File: config.mk
export PLATFORM = sky130hd
export DESIGN_NAME = spi_accel_slave_flat
export DESIGN_NICKNAME = d
export VERILOG_FILES = /design/src/rtl/spi_accel_pkg.sv /design/src/rtl/spi_accel_slave_if.sv /design/src/rtl/spi_input_sync.sv /design/src/rtl/spi_accel_slave.sv /design/src/flat_wrapper.sv
export SDC_FILE = /design/constraint.sdc
export NUM_CORES = 1
export LEC_CHECK = 0
export CAP_MARGIN = 20
export CORE_ASPECT_RATIO = 1.4
export CORE_UTILIZATION = 60
export CTS_BUF_LIST = sky130_fd_sc_hd__clkbuf_16
export DETAILED_ROUTE_END_ITERATION = 12
export PLACE_DENSITY = 0.86
export SYNTH_ARGS = -nofsm -noshare
export SYNTH_HDL_FRONTEND = slang
export SYNTH_SLANG_ARGS = --single-unit
File: constraint.sdc
create_clock -name clk -period 11.3 [get_ports clk]
set_input_delay 2.26 -clock clk [delete_from_list [all_inputs] [get_ports clk]]
set_output_delay 2.26 -clock clk [all_outputs]
set_load 0.03 [all_outputs]
File: src/rtl/spi_accel_pkg.sv
// rtl/spi_accel_pkg.sv - shared states, address map and command bit positions
package spi_accel_pkg;

   typedef enum logic [1:0] {
      IDLE    = 2'd0,
      CMD     = 2'd1,
      DATA_RD = 2'd2,
      DATA_WR = 2'd3
   } spi_state_t;

   localparam logic [5:0] ADDR_DEVID   = 6'h00;
   localparam logic [5:0] WR_LO        = 6'h1D;
   localparam logic [5:0] WR_HI        = 6'h31;
   localparam logic [5:0] ADDR_BW_RATE = 6'h2C;
   localparam logic [5:0] DATA_LO      = 6'h32;
   localparam logic [5:0] DATA_HI      = 6'h37;

   localparam int RW_BIT      = 7;
   localparam int MB_BIT      = 6;
   localparam int NUM_WR      = int'(WR_HI) - int'(WR_LO) + 1;
   localparam int BW_RATE_IDX = int'(ADDR_BW_RATE) - int'(WR_LO);

   function automatic logic is_writable(input logic [5:0] a);
      return (a >= WR_LO) && (a <= WR_HI);
   endfunction

endpackage

File: src/rtl/spi_accel_slave_if.sv
// rtl/spi_accel_slave_if.sv - SPI pin bundle between flight master and sensor model
interface spi_accel_slave_if;
   logic sclk;
   logic cs;
   logic sdi;
   logic sdo;
   logic sdo_oe;

   modport master (output sclk, output cs, output sdi, input sdo, input sdo_oe);
   modport slave  (input sclk, input cs, input sdi, output sdo, output sdo_oe);
endinterface

File: src/rtl/spi_input_sync.sv
// rtl/spi_input_sync.sv - synchroniser and edge detector for the SPI pins
module spi_input_sync #(
   parameter int SYNC_STAGES = 2
) (
   input  logic clk,
   input  logic rst,
   input  logic sclk,
   input  logic cs,
   input  logic sdi,
   output logic sclk_rise,
   output logic sclk_fall,
   output logic cs_fall,
   output logic cs_rise,
   output logic sdi_s
);

   logic [SYNC_STAGES-1:0] sclk_sr;
   logic [SYNC_STAGES-1:0] cs_sr;
   logic [SYNC_STAGES-1:0] sdi_sr;

   // sclk and cs reset to their idle-high levels so release of rst creates no edge
   always_ff @(posedge clk or posedge rst) begin
      if (rst) begin
         sclk_sr <= '1;
         cs_sr   <= '1;
         sdi_sr  <= '0;
      end else begin
         sclk_sr <= {sclk_sr[SYNC_STAGES-2:0], sclk};
         cs_sr   <= {cs_sr[SYNC_STAGES-2:0], cs};
         sdi_sr  <= {sdi_sr[SYNC_STAGES-2:0], sdi};
      end
   end

   assign sclk_rise = sclk_sr[SYNC_STAGES-2] & ~sclk_sr[SYNC_STAGES-1];
   assign sclk_fall = ~sclk_sr[SYNC_STAGES-2] & sclk_sr[SYNC_STAGES-1];
   assign cs_rise   = cs_sr[SYNC_STAGES-2] & ~cs_sr[SYNC_STAGES-1];
   assign cs_fall   = ~cs_sr[SYNC_STAGES-2] & cs_sr[SYNC_STAGES-1];
   assign sdi_s     = sdi_sr[SYNC_STAGES-1];

endmodule

File: src/rtl/spi_accel_slave.sv
// rtl/spi_accel_slave.sv - mode-3 SPI responder emulating a tri-axis accelerometer
module spi_accel_slave
   import spi_accel_pkg::*;
#(
   parameter logic [7:0] DEVID       = 8'hE5,
   parameter int         SYNC_STAGES = 2,
   parameter logic [7:0] BW_RATE_RST = 8'h0A
) (
   input  logic                clk,
   input  logic                rst,
   spi_accel_slave_if.slave    spi,
   input  logic [15:0]         accel_x,
   input  logic [15:0]         accel_y,
   input  logic [15:0]         accel_z,
   output logic                wr_strobe,
   output logic [5:0]          wr_addr,
   output logic [7:0]          wr_data,
   output logic                frame_active,
   output logic                frame_done
);

   logic sclk_rise, sclk_fall, cs_fall, cs_rise, sdi_s;

   spi_input_sync #(.SYNC_STAGES(SYNC_STAGES)) u_sync (
      .clk       (clk),
      .rst       (rst),
      .sclk      (spi.sclk),
      .cs        (spi.cs),
      .sdi       (spi.sdi),
      .sclk_rise (sclk_rise),
      .sclk_fall (sclk_fall),
      .cs_fall   (cs_fall),
      .cs_rise   (cs_rise),
      .sdi_s     (sdi_s)
   );

   spi_state_t state_q, state_d;
   logic [2:0]  bit_cnt;
   logic [6:0]  shift_q;
   logic [7:0]  shift_in;
   logic [5:0]  addr_q;
   logic        mb_q;
   logic        wr_lock;
   logic [7:0]  rd_byte;
   logic [7:0]  rd_data;
   logic [47:0] snap_q;
   logic [7:0]  regs [NUM_WR];
   logic [5:0]  widx;
   logic [5:0]  sidx;

   assign shift_in = {shift_q, sdi_s};
   assign widx     = addr_q - WR_LO;
   assign sidx     = addr_q - DATA_LO;

   always_ff @(posedge clk or posedge rst) begin
      if (rst) state_q <= IDLE;
      else     state_q <= state_d;
   end

   always_comb begin
      state_d = state_q;
      if (cs_rise) begin
         state_d = IDLE;
      end else if (cs_fall) begin
         state_d = CMD;
      end else if (state_q == CMD && sclk_rise && bit_cnt == 3'd0) begin
         state_d = shift_in[RW_BIT] ? DATA_RD : DATA_WR;
      end
   end

   always_comb begin
      rd_data = 8'h00;
      if (addr_q == ADDR_DEVID)
         rd_data = DEVID;
      else if (is_writable(addr_q))
         rd_data = regs[widx[4:0]];
      else if (addr_q >= DATA_LO && addr_q <= DATA_HI)
         rd_data = snap_q[{sidx[2:0], 3'b000} +: 8];
   end

   always_ff @(posedge clk or posedge rst) begin
      if (rst) begin
         bit_cnt      <= 3'd7;
         shift_q      <= '0;
         addr_q       <= '0;
         mb_q         <= 1'b0;
         wr_lock      <= 1'b0;
         rd_byte      <= '0;
         snap_q       <= '0;
         spi.sdo      <= 1'b0;
         spi.sdo_oe   <= 1'b0;
         wr_strobe    <= 1'b0;
         wr_addr      <= '0;
         wr_data      <= '0;
         frame_active <= 1'b0;
         frame_done   <= 1'b0;
         for (int i = 0; i < NUM_WR; i++)
            regs[i] <= (i == BW_RATE_IDX) ? BW_RATE_RST : 8'h00;
      end else begin
         wr_strobe  <= 1'b0;
         frame_done <= 1'b0;
         if (cs_fall) begin
            bit_cnt      <= 3'd7;
            shift_q      <= '0;
            wr_lock      <= 1'b0;
            frame_active <= 1'b1;
            snap_q       <= {accel_z, accel_y, accel_x};
         end else if (state_q != IDLE) begin
            if (sclk_rise) begin
               shift_q <= shift_in[6:0];
               bit_cnt <= bit_cnt - 3'd1;
               if (bit_cnt == 3'd0) begin
                  case (state_q)
                     CMD: begin
                        mb_q   <= shift_in[MB_BIT];
                        addr_q <= shift_in[5:0];
                     end
                     DATA_RD: if (mb_q) addr_q <= addr_q + 6'd1;
                     DATA_WR: if (!wr_lock) begin
                        if (is_writable(addr_q)) begin
                           regs[widx[4:0]] <= shift_in;
                           wr_strobe       <= 1'b1;
                           wr_addr         <= addr_q;
                           wr_data         <= shift_in;
                        end
                        if (mb_q) addr_q  <= addr_q + 6'd1;
                        else      wr_lock <= 1'b1;
                     end
                     default: ;
                  endcase
               end
            end
            // first falling edge of each byte latches the byte for the remaining bits
            if (sclk_fall && state_q == DATA_RD) begin
               spi.sdo_oe <= 1'b1;
               if (bit_cnt == 3'd7) begin
                  rd_byte <= rd_data;
                  spi.sdo <= rd_data[7];
               end else begin
                  spi.sdo <= rd_byte[bit_cnt];
               end
            end
         end
         if (cs_rise) begin
            spi.sdo      <= 1'b0;
            spi.sdo_oe   <= 1'b0;
            frame_active <= 1'b0;
            frame_done   <= 1'b1;
         end
      end
   end

endmodule

File: src/flat_wrapper.sv
// flat-port wrapper written by rule: the top's interface ports become plain ports
module spi_accel_slave_flat import spi_accel_pkg::*;
#(
   parameter logic [7:0] DEVID       = 8'hE5,
   parameter int         SYNC_STAGES = 2,
   parameter logic [7:0] BW_RATE_RST = 8'h0A
)
  (clk, rst, accel_x, accel_y, accel_z, wr_strobe, wr_addr, wr_data, frame_active, frame_done, spi_sclk, spi_cs, spi_sdi, spi_sdo, spi_sdo_oe);
  spi_accel_slave_if spi_i ();
  input  logic clk;
  input  logic rst;
  input  logic [15:0] accel_x;
  input  logic [15:0] accel_y;
  input  logic [15:0] accel_z;
  output logic wr_strobe;
  output logic [5:0] wr_addr;
  output logic [7:0] wr_data;
  output logic frame_active;
  output logic frame_done;
  input wire logic [$bits(spi_i.sclk)-1:0] spi_sclk;
  input wire logic [$bits(spi_i.cs)-1:0] spi_cs;
  input wire logic [$bits(spi_i.sdi)-1:0] spi_sdi;
  output wire logic [$bits(spi_i.sdo)-1:0] spi_sdo;
  output wire logic [$bits(spi_i.sdo_oe)-1:0] spi_sdo_oe;
  assign spi_i.sclk = spi_sclk;
  assign spi_i.cs = spi_cs;
  assign spi_i.sdi = spi_sdi;
  assign spi_sdo = spi_i.sdo;
  assign spi_sdo_oe = spi_i.sdo_oe;
  spi_accel_slave #(.DEVID(DEVID), .SYNC_STAGES(SYNC_STAGES), .BW_RATE_RST(BW_RATE_RST)) u_core (.clk(clk), .rst(rst), .spi(spi_i), .accel_x(accel_x), .accel_y(accel_y), .accel_z(accel_z), .wr_strobe(wr_strobe), .wr_addr(wr_addr), .wr_data(wr_data), .frame_active(frame_active), .frame_done(frame_done));
endmodule
==> summary.txt, run 1 <==
status = finished, violations left
failing checks = design-rule violations
flop2flop setup slack = 6810 ps
chip height = 174.5 um
RSZ-0062 raised after global routing = false
Yosys top cell area share = 51.05%
slew margin rel. = 26.42%
Worst VDD drop = 98.89 uV
GR Util met3 = 4.494%
Final Hold Vio Count = 0
die area = 21,840 um2
Max FO, Critical Path = 21
Seq cells post-synth = 269
Die W = 125.2 um
number of global-route vias before repair = 8,395
final WL = 28,310 um
max-cap viol count = 0
synth unique cells = 64
Post-Layout Inst Area = 14,440 um2
Post-CTS Setup Bufs = 0
TritonCTS clock tree = built
pin count of the biggest net entering global routing = 121
H-tree depth = 1
YS warnings = 0
Top delay family on crit path = simple AND/OR/NAND/NOR gates
Filler Cell Count = 1,303
Placeable Area = 20,630 um2
crit-path cells = inv_1, ha_1, nand2b_1, a41oi_1, nor4b_4, buf_4, nand3_1, mux2_2
Mapped Nets = 947
cells after synthesis = 880
Tcrit/Tclk final = 39.76%
clock root cell = clkbuf_16
critical path type = register to register
synthesized area per cell = 14.48 um2
Post-synth EDFFs = 0
Leak Pwr = 6.526 nW
count of input and output buffers = 71
Final setup viols = 0
total power = 2.181 mW
dpl ws = 6842 ps
Post-DRT Antenna Nets = 0
total negative slack = 0 ps
Buf+Inv Stages, Crit Path = 2
Final WS setup = 6807 ps
CTS Buf Count = 25
initial detailed-routing violation count = 600
Clock Path Buffers = 3
Final nets = 997
vias per cell = 6.437
CP arrival = 4900 ps
Seq/Total Area, Yosys = 52.90%
Clock transition at path regs = 70 ps
Inst Count DP = 1,158
residual DRC count = 14
DR pass1 iterations = 9
CP max stage delay = 940 ps
site row count = 62
Yosys top cell by area = dfrtp_1
Worst Setup End Kind = register
Post-CTS Resized = 0
clk_lat worst skew = 530 ps
asr flop ratio synth = 100.0%
global routing's busiest layer = met2
placed cell areas = 13,590 um2
Peak Freq = 0.2226 GHz
GRT met2 Usage = 47.30%
diodes inserted = 0
Total Routing Usage GR = 27.08%
crit start category = register
Syn-to-layout area delta = 13.28%
layout cells sized above 1 = 40.08%
clock sinks = 269
Final GP Congestion = 0.8419
initial core utilization = 61.77%
io pins = 72
Worst Tran Pin Value = 1104 ps
CP max-delay cell = nor4b_4
first-pass GRT wire length = 45,680 um
Vias = 7,750
PD cells = 151.1 nW/um2
M1 GR Usage = 32.71%
final core occ = 69.97%
path category of the worst min-delay check = register to register
Finished Layout Cells = 1,204
max-slew violations = 0
CP Data Required Time = 11,700 ps
DP HPWL = 17,980 um
WL per Instance = 23.51 um
remaining global-route overflow = 0
initial antenna violation count = 0
Worst Skew = 18.06 ps
Post-synth top flop = dfrtp_1
minimum clock period = 4493 ps
mapped cell area = 12,750 um2
Fin Hold WS = 359.2 ps
Area contributors post-synth = dfrtp_1, mux2_2, mux4_2, nand3_4, dfstp_2
hold buffer count at cts = 0
[metal layers]
| layer | part of all wire (%) | up-vias |
|---|---|---|
| met4 | 4.6 | 0 |
| met3 | 6.1 | 95 |
| met2 | 52 | 284 |
| li1 | - | 3347 |
| met1 | 38 | 4024 |
| met5 | 0 | - |
[report_power, final]
group          internal, mW  total [mW]  switching [mW]
clock network         0.516       0.874           0.359
registers              1.01        1.06          0.0484
logic                 0.114       0.249           0.135
[cell usage in the layout, fill, tap and decap left out, types with 14 or more instances in the layout]
master and instances:
mux2_2 241, nand2_1 36, nand3_4 14, nor2_1 21
dfrtp_1 259, a21oi_1 20, inv_1 26, clkbuf_16 25
mux4_2 52, clkdlybuf4s50_1 71
[path summary, 6_finish.rpt]
kind | start | to | depth (start not counted)
worst min register to register | u_core.u_sync.sdi_sr[0]$_DFF_PP0_ | u_core.u_sync.sdi_sr[1]$_DFF_PP0_ | 0
min in group asynchronous | rst | u_core.snap_q[39]$_DFFE_PP0P_ | 2
max in group asynchronous | rst | u_core.addr_q[0]$_DFFE_PP0P_ | 3
worst max register to register | u_core.addr_q[1]$_DFFE_PP0P_ | u_core.regs[141]$_DFFE_PP0P_ | 8
worst min-delay path | u_core.u_sync.sdi_sr[0]$_DFF_PP0_ | u_core.u_sync.sdi_sr[1]$_DFF_PP0_ | 0
worst max-delay path | u_core.addr_q[1]$_DFFE_PP0P_ | u_core.regs[141]$_DFFE_PP0P_ | 8
[registers in the layout (all words and copies together) (netlist names), 3 cells and up]
| name | cells |
|---|---|
| u_core.bit_cnt | 3 |
| u_core.wr_data | 8 |
| u_core.regs | 168 |
| u_core.wr_addr | 6 |
| u_core.rd_byte | 8 |
| u_core.addr_q | 6 |
| u_core.shift_q | 7 |
| u_core.snap_q | 48 |
[cell type report]
cell class	count	area [um2]	area share [%]
sequential	269	6746	46.72
multi-input combinational	532	5657	39.18
timing repair buffer	81	785.8	5.442
clock buffer	25	625.6	4.333
tap	256	320.3	2.218
clock inverter	20	217.7	1.508
inverter	21	86.33	0.5979
[worst reg2reg max path: cells and delay by family, from the launching register on]
| kind | cells | cell delay, ps |
|---|---|---|
| adder cells (fa/ha/maj) | 1 | 650 |
| AND/OR/NAND/NOR | 3 | 1620 |
| AO/OA/AOI/OAI | 1 | 230 |
| buffers and inverters | 2 | 820 |
| flip-flops | 1 | 620 |
| multiplexers | 1 | 420 |
[cell families (layout without fill, tap and decap cells)]
family / count (synthesis) / count (layout) / synth area share (%)
DFF: 269 / 269 / 52.90
AOI/OAI and AO/OA: 85 / 85 / 4.624
buffers and inverters: 79 / 147 / 2.857
and+or+nand+nor: 124 / 124 / 6.567
adders and majority gates: 14 / 14 / 1.374
muxes: 300 / 300 / 31.06
xor gates and xnor gates: 9 / 9 / 0.6184
[synth_stat cells (all sizes together), types with 2 or more instances]
cell and instances:
ha 14, a211o 2, a2111oi 2, nand2 36, xnor2 5, nand3b 3, a22oi 9, o31ai 2
nand4 4, o21ai 12, a2bb2oi 3, nand3 31, a21oi 21, nand2b 6, clkbuf 33, mux4 52
buf 25, mux2i 4, xor2 4, a211oi 9, inv 21, nor3 5, o22ai 8, dfrtp 260
o221ai 7, nor2 24, or2 2, nor2b 4, dfstp 9, mux2 244
No activity file was read; power rests on OpenSTA's default activity.
==> run 2: changes to the inputs <==
--- a/config.mk
+++ b/config.mk
@@ -7,10 +7,10 @@
 export LEC_CHECK = 0
 export CAP_MARGIN = 20
 export CORE_ASPECT_RATIO = 1.4
-export CORE_UTILIZATION = 60
+export CORE_UTILIZATION = 54
 export CTS_BUF_LIST = sky130_fd_sc_hd__clkbuf_16
 export DETAILED_ROUTE_END_ITERATION = 12
-export PLACE_DENSITY = 0.86
+export PLACE_DENSITY = 0.82
 export SYNTH_ARGS = -nofsm -noshare
 export SYNTH_HDL_FRONTEND = slang
 export SYNTH_SLANG_ARGS = --single-unit
==> constraint.sdc (replaced) <==
create_clock -name clk -period 4 [get_ports clk]
set_input_delay 0.8 -clock clk [delete_from_list [all_inputs] [get_ports clk]]
set_output_delay 0.8 -clock clk [all_outputs]
set_load 0.03 [all_outputs]
==> run 2 against run 1 <==
Against the previous run: the flow now finishes without violations; critical endpoint is now u_core.regs[106]$_DFFE_PP0P_; critical path type unchanged; largest power group unchanged; count of clock-buffer cells in the layout is the same; sequential power grew to 2.8 times the previous value; first-iteration DRC count shrank 26%.
==> summary.txt, run 2 (synthesis results as in run 1) <==
diodes inserted = 0 (unchanged)
vias per cell = 6.066 (-5.8%)
largest registers = u_core.regs: 168 flops, u_core.snap_q: 48 flops
clk_lat worst skew = 520 ps (about the same)
initial core utilization = 54.93% (-6.8 points)
Post-DRT Antenna Nets = 0 (unchanged)
clock power share = 38.5% (-1.6 points)
commonest non-fill, non-tap cell in the layout = dfrtp_1
CP Data Required Time = 4410 ps (-7290 ps)
Final GP Congestion = 0.8974 (+6.6%)
count of input and output buffers = 71 (unchanged)
Tcrit/Tclk final = 78.79% (+39 points)
TritonCTS clock tree = built
WL per Instance = 21.68 um (-7.8%)
Worst Tran Pin Value = 1058 ps (-45.57 ps)
site row count = 66 (+6.5%)
clock root cell = clkbuf_16
Finished Layout Cells = 1,263 (+4.9%)
remaining global-route overflow = 0 (unchanged)
die area = 24,230 um2 (+11%)
initial antenna violation count = 0 (unchanged)
max FFs per register = 168 (unchanged)
residual DRC count = 0 (-14)
final WL = 27,380 um (-3.3%)
Worst Setup End Kind = register
H-tree depth = 1 (unchanged)
crit start category = register
final core occ = 62.77% (-7.2 points)
initial detailed-routing violation count = 443 (-26%)
PD cells = 413.5 nW/um2 (+170%)
Worst VDD drop = 331.1 uV (+230%)
Syn-to-layout area delta = 14.27%
slew margin rel. = 29.46% (+3.0 points)
Final Hold Vio Count = 0 (unchanged)
first-pass GRT wire length = 44,910 um (-1.7%)
Final nets = 1,007 (+1.0%)
Final WS setup = 848.4 ps (-5959 ps)
Die W = 131.8 um (+5.3%)
CP arrival = 3560 ps (-1340 ps)
Leak Pwr = 6.545 nW (+0.29%)
number of global-route vias before repair = 8,235 (-1.9%)
critical path type = register to register
Placeable Area = 23,200 um2 (+12%)
Total Routing Usage GR = 23.85% (-3.2 points)
pin count of the biggest net entering global routing = 90 (-26%)
clock sinks = 269 (unchanged)
status = complete, no violations
Post-CTS Setup Bufs = 0 (unchanged)
Peak Freq = 0.3173 GHz (+43%)
Post-CTS Resized = 0 (unchanged)
CTS Buf Count = 25 (unchanged)
Final setup viols = 0 (unchanged)
Clock Path Buffers = 3 (unchanged)
hold buffer count at cts = 0 (unchanged)
minimum clock period = 3152 ps (-1341 ps)
DR pass1 iterations = 5 (-4)
DP HPWL = 18,210 um (+1.3%)
path category of the worst min-delay check = register to register
internal power = 4.519 mW (+180%)
Clock transition at path regs = 70 ps (about the same)
power share of the combinational group = 12.1% (+0.7 points)
switching part of the total = 24.97% (+0.13 points)
Inst Count DP = 1,218 (+5.2%)
sequential power share = 49.4% (+0.9 points)
chip height = 183.8 um (+5.3%)
Max FO, Critical Path = 10 (-52%)
io pins = 72 (unchanged)
Worst Skew = 9.497 ps (-8.567 ps)
largest register by flop count = u_core.regs
switching power = 1.504 mW (+180%)
most frequent cells in the layout = dfrtp_1, mux2_2, clkdlybuf4s50_1
Vias = 7,661 (-1.1%)
max-slew violations = 0 (unchanged)
RSZ-0062 raised after global routing = false
max-cap viol count = 0 (unchanged)
dpl ws = 843.9 ps (-5999 ps)
layout cells sized above 1 = 40.44% (+0.35 points)
total negative slack = 0 ps (unchanged)
run 2: changes by cell type in the layout (fill, tap and decap cells not counted), sizes merged:
cell	change
buf	+10
bufinv	-2
clkinv	+2
clkinvlp	+2
inv	-3
run 2: worst max-delay path, stage by stage (launching register included):
cell	delay (ps)
dfrtp_4	420
inv_1	100
ha_1	300
xnor2_1	710
nand2b_1	530
nor2_4	330
nand3_2	240
mux2_1	400
run 2: layout make-up:
type	instances	area [um2]
Clock inverter	19	162.7
Clock buffer	25	625.6
Multi-Input combinational cell	532	5657
Tap cell	306	382.9
Fill cell	1640	8640
Inverter	21	82.58
Timing Repair Buffer	91	908.4
Sequential cell	269	6746
run 2: through the flow:
| stage | power (mW) | hold slack [ps] | area, um2 |
|---|---|---|---|
| final | 6.022 | 349.6 | 14570 |
| after global routing | 6.256 | 364.1 | 14570 |
| after CTS | 6.070 | 352.6 | 14560 |
| after detailed placement | 3.757 | 337.8 | 13770 |
| after global placement | 3.736 | 332.7 | 13770 |
| after floorplan | 3.499 | 331.2 | 12750 |
run 2: power groups by stage:
stage	clock (mW)	sequential, mW	combinational, mW
after global routing	2.47	2.99	0.794
after global placement	0	3.02	0.720
final	2.32	2.98	0.727
after CTS	2.36	2.97	0.738
after detailed placement	0	3.02	0.733
after floorplan	0	2.98	0.519
run 2: worst paths after layout:
| check | slack (ps) | end | startpoint | cells after the start |
|---|---|---|---|---|
| min | 350 | u_core.u_sync.sdi_sr[1]$_DFF_PP0_ | u_core.u_sync.sdi_sr[0]$_DFF_PP0_ | 0 |
| max in group asynchronous | 2420 | u_core.regs[155]$_DFFE_PP0P_ | rst | 3 |
| min reg2reg | 350 | u_core.u_sync.sdi_sr[1]$_DFF_PP0_ | u_core.u_sync.sdi_sr[0]$_DFF_PP0_ | 0 |
| max | 850 | u_core.regs[106]$_DFFE_PP0P_ | u_core.addr_q[0]$_DFFE_PP0P_ | 7 |
| min in group asynchronous | 640 | u_core.regs[17]$_DFFE_PP0P_ | rst | 2 |
| max reg2reg | 850 | u_core.regs[106]$_DFFE_PP0P_ | u_core.addr_q[0]$_DFFE_PP0P_ | 7 |
run 2: per-layer routing:
metal | share of wire [%] | track usage, % | vias up | wire length [um]
met2 | 54 | 43.45 | 190 | 14680
met5 | 0 | 0 | - | 0
met3 | 3.9 | 2.426 | 78 | 1057
met1 | 38 | 28.27 | 4018 | 10410
met4 | 4.5 | 11.40 | 0 | 1244
li1 | - | - | 3375 | -
==> run 3: changes to the inputs <==
==> constraint.sdc (replaced) <==
create_clock -name clk -period 2.7 [get_ports clk]
set_input_delay 0.54 -clock clk [delete_from_list [all_inputs] [get_ports clk]]
set_output_delay 0.54 -clock clk [all_outputs]
set_load 0.03 [all_outputs]
==> run 3 against run 2 <==
Against the previous run: total power rose by 45%; register-to-register slack got worse by 820 ps; first-iteration DRC count fell by 15%; flip-flop and latch count did not move; clock skew rose by 2.8 ps; sequential share of layout area fell by 1.4 points; utilization rose by 1.9 points; wire length rose by 5.9%; critical endpoint is now u_core.regs[81]$_DFFE_PP0P_.
==> summary.txt, run 3 (synthesis results as in run 1) <==
diodes inserted = 0 (unchanged)
Post-Layout Inst Area = 15,000 um2 (+3.0%)
Total Routing Usage GR = 24.56% (+0.71 points)
layout cells sized above 1 = 43.19% (+2.8 points)
Clock Path Buffers = 3 (unchanged)
max-cap viol count = 0 (unchanged)
Leak Pwr = 6.724 nW (+2.7%)
Vias = 7,755 (+1.2%)
count of input and output buffers = 71 (unchanged)
flop2flop setup slack = 30 ps (-820 ps)
critical path type = register to register
clock power share = 35.6% (-2.9 points)
Worst Setup End Kind = register
H-tree depth = 1 (unchanged)
Critical path destination = u_core.regs[81]$_DFFE_PP0P_
WL per Instance = 22.49 um (+3.7%)
Peak Freq = 0.3740 GHz (+18%)
Syn-to-layout area delta = 17.72%
hold buffer count at cts = 0 (unchanged)
final WL = 29,010 um (+5.9%)
Post-DRT Antenna Nets = 0 (unchanged)
Final GP Congestion = 0.8922 (-0.58%)
TritonCTS clock tree = built
number of global-route vias before repair = 8,349 (+1.4%)
Worst Tran Pin Value = 1108 ps (+50.05 ps)
Max FO, Critical Path = 18 (+8)
residual DRC count = 0 (unchanged)
Filler Cell Count = 1,613 (-1.6%)
FF-to-FF Start = u_core.addr_q[0]$_DFFE_PP0P_
pin count of the biggest net entering global routing = 64 (-29%)
first-pass GRT wire length = 46,270 um (+3.0%)
Final Hold Vio Count = 0 (unchanged)
total power = 8.726 mW (+45%)
Die W = 131.8 um (unchanged)
CP arrival = 3070 ps (-490 ps)
sequential power share = 50.4% (+1.0 points)
io pins = 72 (unchanged)
initial core utilization = 54.93% (unchanged)
minimum clock period = 2674 ps (-477.6 ps)
internal power = 6.460 mW (+43%)
CTS Buf Count = 25 (unchanged)
Final nets = 1,035 (+2.8%)
Clock transition at path regs = 70 ps (about the same)
Inst Count DP = 1,243 (+2.1%)
max FFs per register = 168 (unchanged)
CP Data Required Time = 3100 ps (-1310 ps)
Worst Hold Depth = 0 (unchanged)
Worst R2R End = u_core.regs[81]$_DFFE_PP0P_
clock sinks = 269 (unchanged)
worst setup path start = u_core.addr_q[0]$_DFFE_PP0P_
status = complete, no violations
Placeable Area = 23,200 um2 (unchanged)
largest register by flop count = u_core.regs
CP max stage delay = 560 ps (-150 ps)
vias per cell = 6.012 (-0.89%)
initial antenna violation count = 0 (unchanged)
clk_lat worst skew = 520 ps (about the same)
Worst Skew = 12.30 ps (+2.804 ps)
Tcrit/Tclk final = 99.04% (+20 points)
DR pass1 iterations = 5 (unchanged)
CP max-delay cell = dfrtp_4
power share of the combinational group = 14.0% (+1.9 points)
switching part of the total = 25.97% (+1.0 points)
chip height = 183.8 um (unchanged)
most frequent cells in the layout = dfrtp_1, mux2_2, clkdlybuf4s50_1
Final setup viols = 0 (unchanged)
max-slew violations = 0 (unchanged)
Finished Layout Cells = 1,290 (+2.1%)
clock root cell = clkbuf_16
initial detailed-routing violation count = 375 (-15%)
die area = 24,230 um2 (unchanged)
slew margin rel. = 26.12% (-3.3 points)
crit start category = register
largest registers = u_core.regs: 168 flops, u_core.snap_q: 48 flops
Worst VDD drop = 507.7 uV (+53%)
switching power = 2.266 mW (+51%)
site row count = 66 (unchanged)
PD cells = 581.5 nW/um2 (+41%)
DP HPWL = 19,640 um (+7.9%)
Reg2Reg Depth = 9 (+2)
commonest non-fill, non-tap cell in the layout = dfrtp_1
path category of the worst min-delay check = register to register
crit-path cells = inv_8, ha_4, nor2_4, o211a_1, nor4b_4, buf_4, buf_6, nand3_4, mux2_2
remaining global-route overflow = 0 (unchanged)
placed cell areas = 14,260 um2 (+3.6%)
==> run 3: changes by cell type in the layout (fill, tap and decap cells not counted), moves of 3 or more <==
| cell | change |
|---|---|
| buf_4 | +25 |
| nor2_1 | -3 |
| mux2_4 | +17 |
| nand3_4 | +6 |
| clkinv_2 | -4 |
| mux2_2 | -16 |
| xor2_1 | -3 |
| bufinv_16 | -3 |
| clkinv_1 | +5 |
| nand3_2 | -4 |
==> run 3: power groups by stage <==
stage | clock, mW | sequential (mW) | combinational [mW]
after floorplan | 0 | 4.42 | 0.868
after global placement | 0 | 4.46 | 1.20
after detailed placement | 0 | 4.47 | 1.22
after CTS | 3.16 | 4.40 | 1.23
after global routing | 3.31 | 4.42 | 1.31
final | 3.11 | 4.40 | 1.22
==> run 3: critical path: cells and delay by family (launching register included) <==
kind,cells,cell delay [ps]
AND/OR/NAND/NOR,3,590
adder cells (fa/ha/maj),1,220
flip-flops,1,560
AO/OA/AOI/OAI,1,280
multiplexers,1,350
buffers and inverters,3,530
==> run 3: layout make-up <==
cell class                 count  area (um2)  share of cell area, %
multi-input combinational    532        5933                  39.54
timing repair buffer         119        1159                  7.722
inverter                      21       90.09                 0.6004
tap                          306       382.9                  2.552
sequential                   269        6746                  44.96
clock buffer                  25       625.6                  4.169
clock inverter                18       67.56                 0.4503
==> run 3: worst min-delay path by stage <==
stage / start / endpoint / slack, ps
after floorplan: u_core.u_sync.sdi_sr[0]$_DFF_PP0_ / u_core.u_sync.sdi_sr[1]$_DFF_PP0_ / 330
final: u_core.u_sync.sdi_sr[0]$_DFF_PP0_ / u_core.u_sync.sdi_sr[1]$_DFF_PP0_ / 350
after global routing: u_core.u_sync.sdi_sr[0]$_DFF_PP0_ / u_core.u_sync.sdi_sr[1]$_DFF_PP0_ / 360
after CTS: u_core.u_sync.sdi_sr[0]$_DFF_PP0_ / u_core.u_sync.sdi_sr[1]$_DFF_PP0_ / 350
after detailed placement: u_core.u_sync.sdi_sr[0]$_DFF_PP0_ / u_core.u_sync.sdi_sr[1]$_DFF_PP0_ / 340
after global placement: u_core.u_sync.sdi_sr[0]$_DFF_PP0_ / u_core.u_sync.sdi_sr[1]$_DFF_PP0_ / 330
==> run 3: routing by layer <==
layer / up-vias / GRT usage [%] / part of all wire [%]
met5: - / 0 / 0
met4: 0 / 10.88 / 4.2
met3: 88 / 2.619 / 4.0
met2: 206 / 45.25 / 54
met1: 4035 / 28.90 / 37
li1: 3426 / - / -
==> run 3: timing repair <==
action                                  CTS  global route
resized for setup                         0             2
endpoints found under the setup margin    0            77
setup buffers                             0             2
==> run 3: through the flow <==
step           setup TNS (ps)  hold slack (ps)  setup slack (ps)  util, %
4_1_cts                     0            353.0             89.12    64.46
3_5_place_dp                0            338.7             121.8    61.47
3_3_place_gp                0            331.3             137.3    61.47
5_1_grt                 -3324            355.5            -70.63    64.66
6_report                    0            351.0             26.00    64.66
2_1_floorplan         -380200            331.2             -1386        -
